[src/rtl/multicycle_sequencer.sv]
// Multi-cycle instruction phase sequencer: one-hot phase walk whose length is
// chosen per instruction class, with last-phase stall, early-exit and abort.
module multicycle_sequencer #(
  parameter int                         NUM_CLASSES = 8,
  parameter int                         MAX_PHASES  = 8,
  parameter logic [NUM_CLASSES*4-1:0]   LEN_TABLE   = 32'h4444_4354,
  parameter logic [NUM_CLASSES-1:0]     SHORT_MASK  = 8'b0000_0100,
  parameter logic [NUM_CLASSES-1:0]     STALL_MASK  = 8'b0000_0010,
  parameter int                         CNT_W       = 32,
  localparam int                        PW          = $clog2(MAX_PHASES)
) (
  input  logic                   clk,
  input  logic                   rst,
  input  logic                   run,
  input  logic [NUM_CLASSES-1:0] class_onehot,
  input  logic                   short_take,
  input  logic                   busy,
  input  logic                   exc_req,
  output logic [MAX_PHASES-1:0]  phase,
  output logic [PW-1:0]          phase_idx,
  output logic                   fetch_en,
  output logic                   last_phase,
  output logic                   retire,
  output logic                   stall,
  output logic                   exc_ack,
  output logic                   illegal,
  output logic [CNT_W-1:0]       retired_cnt,
  output logic [CNT_W-1:0]       stall_cnt
);
  // state | meaning
  // 0     | fetch: wait for run, strobe fetch_en
  // 1     | decode: latch class and effective length
  // 2..L-2| execute: advance unconditionally
  // L-1   | last: retire, or hold while a stall-class unit is busy
  localparam int IW = (PW > 4) ? PW : 4;

  logic [PW-1:0]          idx_q, idx_d;
  logic [NUM_CLASSES-1:0] class_q, class_cur, class_eff;
  logic [3:0]             len_q, len_cur, len_eff, len_raw, last_idx;
  logic                   legal, short_en, is_p0, is_p1, is_last, hold_stall;

  // Class decode is combinational so a two-phase instruction can finish in phase 1.
  always_comb begin
    legal    = (class_onehot != '0) &&
               ((class_onehot & (class_onehot - NUM_CLASSES'(1))) == '0);
    len_raw  = 4'd2;
    short_en = 1'b0;
    for (int i = 0; i < NUM_CLASSES; i++) begin
      if (class_onehot[i]) begin
        len_raw  = LEN_TABLE[4*i +: 4];
        short_en = SHORT_MASK[i];
      end
    end
    class_cur = legal ? class_onehot : '0;
    len_cur   = 4'd2;
    if (legal) begin
      len_cur = (short_en && short_take) ? (len_raw - 4'd1) : len_raw;
      if (len_cur < 4'd2) len_cur = 4'd2;
    end
  end

  always_comb begin
    is_p0      = (idx_q == '0);
    is_p1      = (idx_q == PW'(1));
    class_eff  = is_p1 ? class_cur : class_q;
    len_eff    = is_p1 ? len_cur : len_q;
    last_idx   = len_eff - 4'd1;
    is_last    = !is_p0 && (IW'(idx_q) == IW'(last_idx));
    hold_stall = (|(class_eff & STALL_MASK)) && busy;
  end

  always_ff @(posedge clk or negedge rst) begin
    if (!rst) begin
      idx_q       <= '0;
      class_q     <= '0;
      len_q       <= 4'd2;
      retired_cnt <= '0;
      stall_cnt   <= '0;
    end else begin
      idx_q <= idx_d;
      if (is_p1) begin
        class_q <= class_cur;
        len_q   <= len_cur;
      end
      if (retire) retired_cnt <= retired_cnt + CNT_W'(1);
      if (stall)  stall_cnt   <= stall_cnt + CNT_W'(1);
    end
  end

  always_comb begin
    idx_d = idx_q;
    if (is_p0) begin
      if (run) idx_d = PW'(1);
    end else if (exc_req) begin
      idx_d = '0;
    end else if (is_last) begin
      if (!hold_stall) idx_d = '0;
    end else begin
      idx_d = idx_q + PW'(1);
    end
  end

  // Pulses are gated by the async reset so they drop the instant it asserts.
  always_comb begin
    phase        = '0;
    phase[idx_q] = 1'b1;
    phase_idx    = idx_q;
    fetch_en     = rst && is_p0 && run;
    last_phase   = rst && is_last;
    exc_ack      = rst && !is_p0 && exc_req;
    retire       = rst && is_last && !exc_req && !hold_stall;
    stall        = rst && is_last && !exc_req && hold_stall;
    illegal      = rst && is_p1 && !legal;
  end
endmodule

[config.mk]
export PLATFORM = sky130hd
export DESIGN_NAME = multicycle_sequencer
export DESIGN_NICKNAME = d
export VERILOG_FILES = /design/src/rtl/multicycle_sequencer.sv
export SDC_FILE = /design/constraint.sdc
export NUM_CORES = 1
export LEC_CHECK = 0
export ABC_AREA = 0
export ABC_CLOCK_PERIOD_IN_PS = 4500
export CORE_ASPECT_RATIO = 0.6
export CORE_UTILIZATION = 51
export DETAILED_ROUTE_END_ITERATION = 8
export GPL_TIMING_DRIVEN = 0
export PLACE_DENSITY = 0.78
export SLEW_MARGIN = 20
export SYNTH_ARGS = -nofsm -noshare
export SYNTH_HDL_FRONTEND = slang
export SYNTH_SLANG_ARGS = --single-unit
[constraint.sdc]
create_clock -name clk -period 4.5 [get_ports clk]
set_input_delay 0.45 -clock clk [delete_from_list [all_inputs] [get_ports clk]]
set_output_delay 0.45 -clock clk [all_outputs]
set_load 0.02 [all_outputs]
---- Word level (Yosys, flattened, before mapping) ----
Index checks and enable logic that the tools add are counted.
operators by class
  $add $sub $neg .......................... 6
  magnitude comparators ................... 3
  equal/unequal tests ..................... 4
  multiplexer cells ....................... 27
  bitwise logic cells ..................... 1
  reductions and logical operators ........ 23
operators with widths
  cell                                                                   number
  32-bit by 1-bit adder with 32-bit output, second input constant        2
  4-bit 2-to-1 mux                                                       11
  3-bit 2-to-1 mux                                                       6
  1-bit logical AND                                                      15
  8-bit AND                                                              1
  8-bit logical NOT                                                      1
  8-bit nonzero test                                                     1
  4-bit by 1-bit subtractor with 4-bit output, second input constant     2
  8-bit by 1-bit subtractor with 8-bit output, second input constant     1
  1-bit 2-to-1 mux                                                       7
  3-bit by 4-bit equality test with 1-bit output                         1
  1-bit logical NOT                                                      4
  3-bit by 4-bit < comparator with 1-bit output, second input constant   1
  4-bit by 2-bit < comparator with 1-bit output, second input constant   1
  2-bit 2-to-1 mux                                                       2
  4-bit inequality test, second input constant                           1
  3-bit by 1-bit adder with 3-bit output, second input constant          1
  1-bit demux with 3-bit select                                          1
  3-bit by 1-bit equality test with 1-bit output, second input constant  1
  3-bit by 1-bit >= comparator with 1-bit output, second input constant  1
  3-bit logical NOT                                                      1
  2-bit inequality test, second input constant                           1
  2-bit AND reduction                                                    1
storage, ports and cells
  register bits after elaboration ......... 73
  input bits .............................. 14
  output and inout bits ................... 81
  logic and storage cells ................. 70

---- Depth between registers and ports, before layout ----
Gate-level depths: netlist (run 1).
  word-level depth ........................ 20
  mapped depth ............................ 18
  mapped depth without buffers ............ 14

---- Worst setup path before layout (run 1) ----
OpenSTA, ideal clock, no wires.
  path kind ............................... in2out
  start ................................... in class_onehot[3]
  end ..................................... out last_phase
  arrival time ............................ 3.637 ns
  data required time ...................... 4.050 ns
  setup slack ............................. 0.413 ns
  stages on the path ...................... 16
  buffers on the path ..................... 3
  path through ............................ nor3_2 -> o211ai_1 -> ha_1 -> a41oi_1 -> nor2_1 -> o21a_1 -> ha_1 -> xnor2_1 -> o21ai_0 -> o21a_1 -> o221ai_1 -> or4b_1 -> buf_2 -> buf_6 -> buf_4 -> nor2_1
between the ends
  longest elaborated chain between the ends .. 15
  elaborated cells on any way between the ends .. 26
  those cells by class .................... add/sub: 3; order compare: 1; eq/ne: 1; mux: 14; bitwise: 1; reduce/logical: 6
ends and longest elaborated chain
  element                                                                                  line  text
  start: declaration                                                                       15    input logic [NUM_CLASSES-1:0] class_onehot,
  4-bit 2-to-1 mux / 1-bit 2-to-1 mux (equally long branches) (5 in a row)                 49    if (class_onehot[i]) begin
  4-bit by 1-bit subtractor with 4-bit output / 1-bit logical AND (equally long branches)  57    len_cur = (short_en && short_take) ? (len_raw - 4'd1) : len_raw;
  4-bit 2-to-1 mux                                                                         57
  4-bit by 2-bit < comparator with 1-bit output                                            58    if (len_cur < 4'd2) len_cur = 4'd2;
  4-bit 2-to-1 mux                                                                         58
  4-bit 2-to-1 mux *                                                                       56    if (legal) begin
  4-bit 2-to-1 mux *                                                                       -
  4-bit by 1-bit subtractor with 4-bit output *                                            67    last_idx = len_eff - 4'd1;
  3-bit by 4-bit equality test with 1-bit output *                                         68    is_last = !is_p0 && (IW'(idx_q) == IW'(last_idx));
  1-bit logical AND *                                                                      68
  1-bit logical AND *                                                                      109   last_phase = rst && is_last;
  end: declaration                                                                         22    output logic last_phase,
Every way passes the cells marked *; elsewhere a longest branch is shown, timed or not.

---- Worst setup path after layout (run 1) ----
Ends and elaborated chain as after synthesis.

==> results of run 1 <==
-- state kept, by name, indices dropped and copies added, names as in the netlist --
| signal | flops |
|---|---|
| retired_cnt | 32 |
| class_q | 1 |
| stall_cnt | 32 |
| phase_idx | 3 |
| len_q | 4 |
-- synthesized netlist by cell type (all sizes together) (2+ instances only) --
cell    instances  area (µm²)
dfrtp          71        1777
xor2           59       516.8
nor3           45       365.3
nand3          35       175.2
nand2          30       112.6
nor4           28       359.1
nor2           20       77.58
nand4          19       118.9
buf            13       83.83
and3           11       68.82
inv            11       41.29
clkbuf          9       33.78
o21ai           8       43.79
ha              7       87.58
xnor2           7       61.31
a21oi           5       25.02
and4            4       35.03
nor2b           4       25.02
nand2b          3       18.77
or4             3       22.52
mux2            2       22.52
o21a            2       15.01
-- metrics by stage --
step / instances / util / total power [W]
5_1_grt: 636 / 0.7167 / 0.002235
4_1_cts: 634 / 0.7075 / 0.002086
6_report: 636 / 0.7167 / 0.002146
3_5_place_dp: 616 / 0.6673 / 0.001364
3_3_place_gp: 615 / 0.6652 / 0.001340
2_1_floorplan: 416 / - / 0.001135
-- where the power goes --
part | leakage (nW) | switching [W] | total [W] | internal [W]
Clock | 0.141 | 0.000272 | 0.000696 | 0.000423
Combinational | 1.40 | 0.000443 | 0.000734 | 0.000291
Sequential | 0.982 | 0.0000381 | 0.000717 | 0.000679
Total | 2.52 | 0.000753 | 0.00215 | 0.00139
-- metal layers --
metal | global-route usage | wire (µm)
met5 | 0 | 0
met4 | 0.06996 | 113
met3 | 0.07969 | 766
met2 | 0.4042 | 5119
met1 | 0.3857 | 5292
-- final timing paths --
path	startpoint	end	slack (ns)	depth (start not counted)
worst max register to register	phase_idx[1]$_DFFE_PN0P_	retired_cnt[26]$_DFFE_PN0P_	0.72	17
worst min register to register	retired_cnt[31]$_DFFE_PN0P_	retired_cnt[31]$_DFFE_PN0P_	0.46	1
worst max-delay path	class_onehot[3]	last_phase	0.16	19
max in group asynchronous	rst	retired_cnt[16]$_DFFE_PN0P_	3.85	2
min in group clk	class_onehot[1]	class_q[1]$_DFF_PN0_	0.45	3
worst min-delay path	rst	stall_cnt[9]$_DFFE_PN0P_	0.07	1
-- what timing repair did --
action | 4_1_cts | 5_1_grt
setup endpoints to repair | 3 | 3
buffers inserted | 3 | 3
pin swaps | 3 | 5
gates cloned | 0 | 0
resized for setup | 29 | 13
-- cell families (layout without fill, tap and decap cells) --
| group | count (synthesis) | after routing | synth area share |
|---|---|---|---|
| DFF | 72 | 72 | 0.4212 |
| AOI/OAI and AO/OA | 26 | 26 | 0.04326 |
| muxes | 2 | 2 | 0.005261 |
| adders and majority gates | 8 | 8 | 0.02309 |
| and+or+nand+nor | 209 | 209 | 0.3350 |
| xor gates and xnor gates | 66 | 66 | 0.1350 |
| buffers and inverters | 33 | 145 | 0.03712 |
-- worst reg2reg max path, delay by kind of cell, from the launching register on --
kind,cells,cell delay [ns]
simple gates,3,0.98
compound gates,5,0.76
xor+xnor,2,0.33
fa+ha+maj,2,0.39
buf+inv,5,0.77
flops,1,0.47
-- area by class of cell --
cell class / instances / area, µm²
multi-input cells: 311 / 2386
clock buffers: 9 / 225.2
fillers: 600 / 2268
flip-flops and latches: 72 / 1803
repair buffers: 98 / 959.7
well taps: 108 / 135.1
plain buffers: 21 / 127.6
clock inverters: 6 / 61.31
inverters: 11 / 41.29
==> summary.md, run 1 <==
| Metric | Value |
|---|---|
| Total track usage | `0.2705` |
| Worst skew pair latency | `0.34 ns` |
| PortBufs | `91` |
| Pins Over Slew Limit | `0` |
| Leak Pwr | `roughly 2.5 nW` |
| DR WL/cell | `around 18 µm` |
| Number of buffers created by CTS | `9` |
| Setup Viol. Count Final | `0` |
| Max Fclk | `about 230 MHz` |
| Mean post-synth cell area | `between 10 and 15 µm²` |
| Hold Crit Class | `primary input to async pin` |
| Final Cell Area | `roughly 5700 µm²` |
| WL final | `roughly 11000 µm` |
| Clock transition at path regs | `~0.060 ns` |
| Sequential share of the synthesized area | `0.4212` |
| Row count | `25` |
| Core Footprint | `8008 µm²` |
| Outcome | `finished, final reports clean` |
| TNS Setup | `0 ns` |
| Antenna Nets Post-Route | `0` |
| CTS tree | `yes` |
| GPL Wtd Cong | `0.8218` |
| Share of cells above drive strength 1 | `0.2083` |
| Clock skew | `0.003232 ns` |
| Setup ws final | `approximately 0.16 ns` |
| Period utilization | `0.9635` |
| Clock Sinks | `just over 70` |
| Tightest Pin Transition | `0.7523 ns` |
| HPWL Detailed | `just under 8000 µm` |
| # DRC | `0` |
| Max clock buf depth | `2` |
| Die Span X | `120.3 µm` |
| Largest stage delay on the critical path | `roughly 0.56 ns` |
| Post-DP Area | `~5300 µm²` |
| Largest net degree at the start of global routing | `40` |
| Antenna fix cells | `0` |
| Max-cap check violation count | `0` |
| Initial DRC Count | `between 150 and 200` |
| Layout area overhead | `34.08%` |
| Vias in the first global route | `3509` |
| Required time of the critical path | `4.05 ns` |
| Most common cell after layout, fill and taps aside | `clkdlybuf4s50_1` |
| EDFF count, synth | `0` |
| Die height | `between 70 and 80 µm` |
| Final hold violation count | `0` |
| Root Buffer | `clkbuf_16` |
| Synth unique cells | `49` |
| IO Pins | `95` |
| Initial antenna violation count | `0` |
| Main flop type after synthesis | `dfrtp_1` |
| Worst Path Max Fanout | `10` |
| Number of hold buffers added after cts | `0` |
| Setup CP Type | `primary input to primary output` |
| Delay-heaviest family, CP | `simple AND/OR/NAND/NOR gates` |
| Peak supply drop | `0.3433 mV` |
| Bufs and invs on worst path | `6` |
| Mapped Cells | `between 400 and 500` |
| Most frequent cells in the layout | `clkdlybuf4s50_1 (81), dfrtp_1 (71), xor2_1 (59), nand3_1 (35), nand2_1 (30)` |
| Mapped cell area | `~4300 µm²` |
| Pre-CTS WS | `-0.9508 ns` |
| CP max stage cell | `or4b_4` |
| Syn Nets | `437` |
| CP Capture Type | `primary output` |
| Register bit total from synthesis | `72` |
| Crit path DAT | `3.89 ns` |
| Warnings, synthesis | `0` |
| CP startpoint kind | `primary input` |
| Pwr dens | `about 370 nW/µm²` |
| H-tree depth | `3` |
| Synth async-reset ratio | `1.000` |
| Slew headroom | `0.4985` |
| DR pass1 iterations | `5` |
| RSZ-0062 raised after global routing | `no` |
| Vias | `3689` |
| Die Footprint | `between 8000 and 9000 µm²` |
| Hold WS | `~0.068 ns` |
| Final min period | `between 4 and 5 ns` |
| DR vias/cell | `around 5.8` |
| Crit-path cells | `clkdlybuf4s15_1 -> nor3_4 -> buf_6 -> nand3b_1 -> ha_1 -> a41oi_2 -> nor2_1 -> o21a_1 -> ha_4 -> xnor2_2 -> o21ai_1 -> o21a_1 -> o221ai_2 -> or4b_4 -> buf_6 -> buf_6 -> buf_8 -> nor2_1 -> buf_4` |
| Nets | `545` |
| CP most frequent cell | `buf_6` |
| Global route overflow | `0` |
| Global-route wire length before repair | `around 18000 µm` |
| Starting Density | `0.5345` |
(Power assumes the default switching activity.)
==> run 2, diff against run 1 <==
--- a/config.mk
+++ b/config.mk
@@ -5,7 +5,6 @@
 export SDC_FILE = /design/constraint.sdc
 export NUM_CORES = 1
 export LEC_CHECK = 0
-export ABC_AREA = 0
 export ABC_CLOCK_PERIOD_IN_PS = 4500
 export CORE_ASPECT_RATIO = 0.6
 export CORE_UTILIZATION = 51
==> results of run 2 <==
Final layout, timing and power as in run 1 (identical DEF).
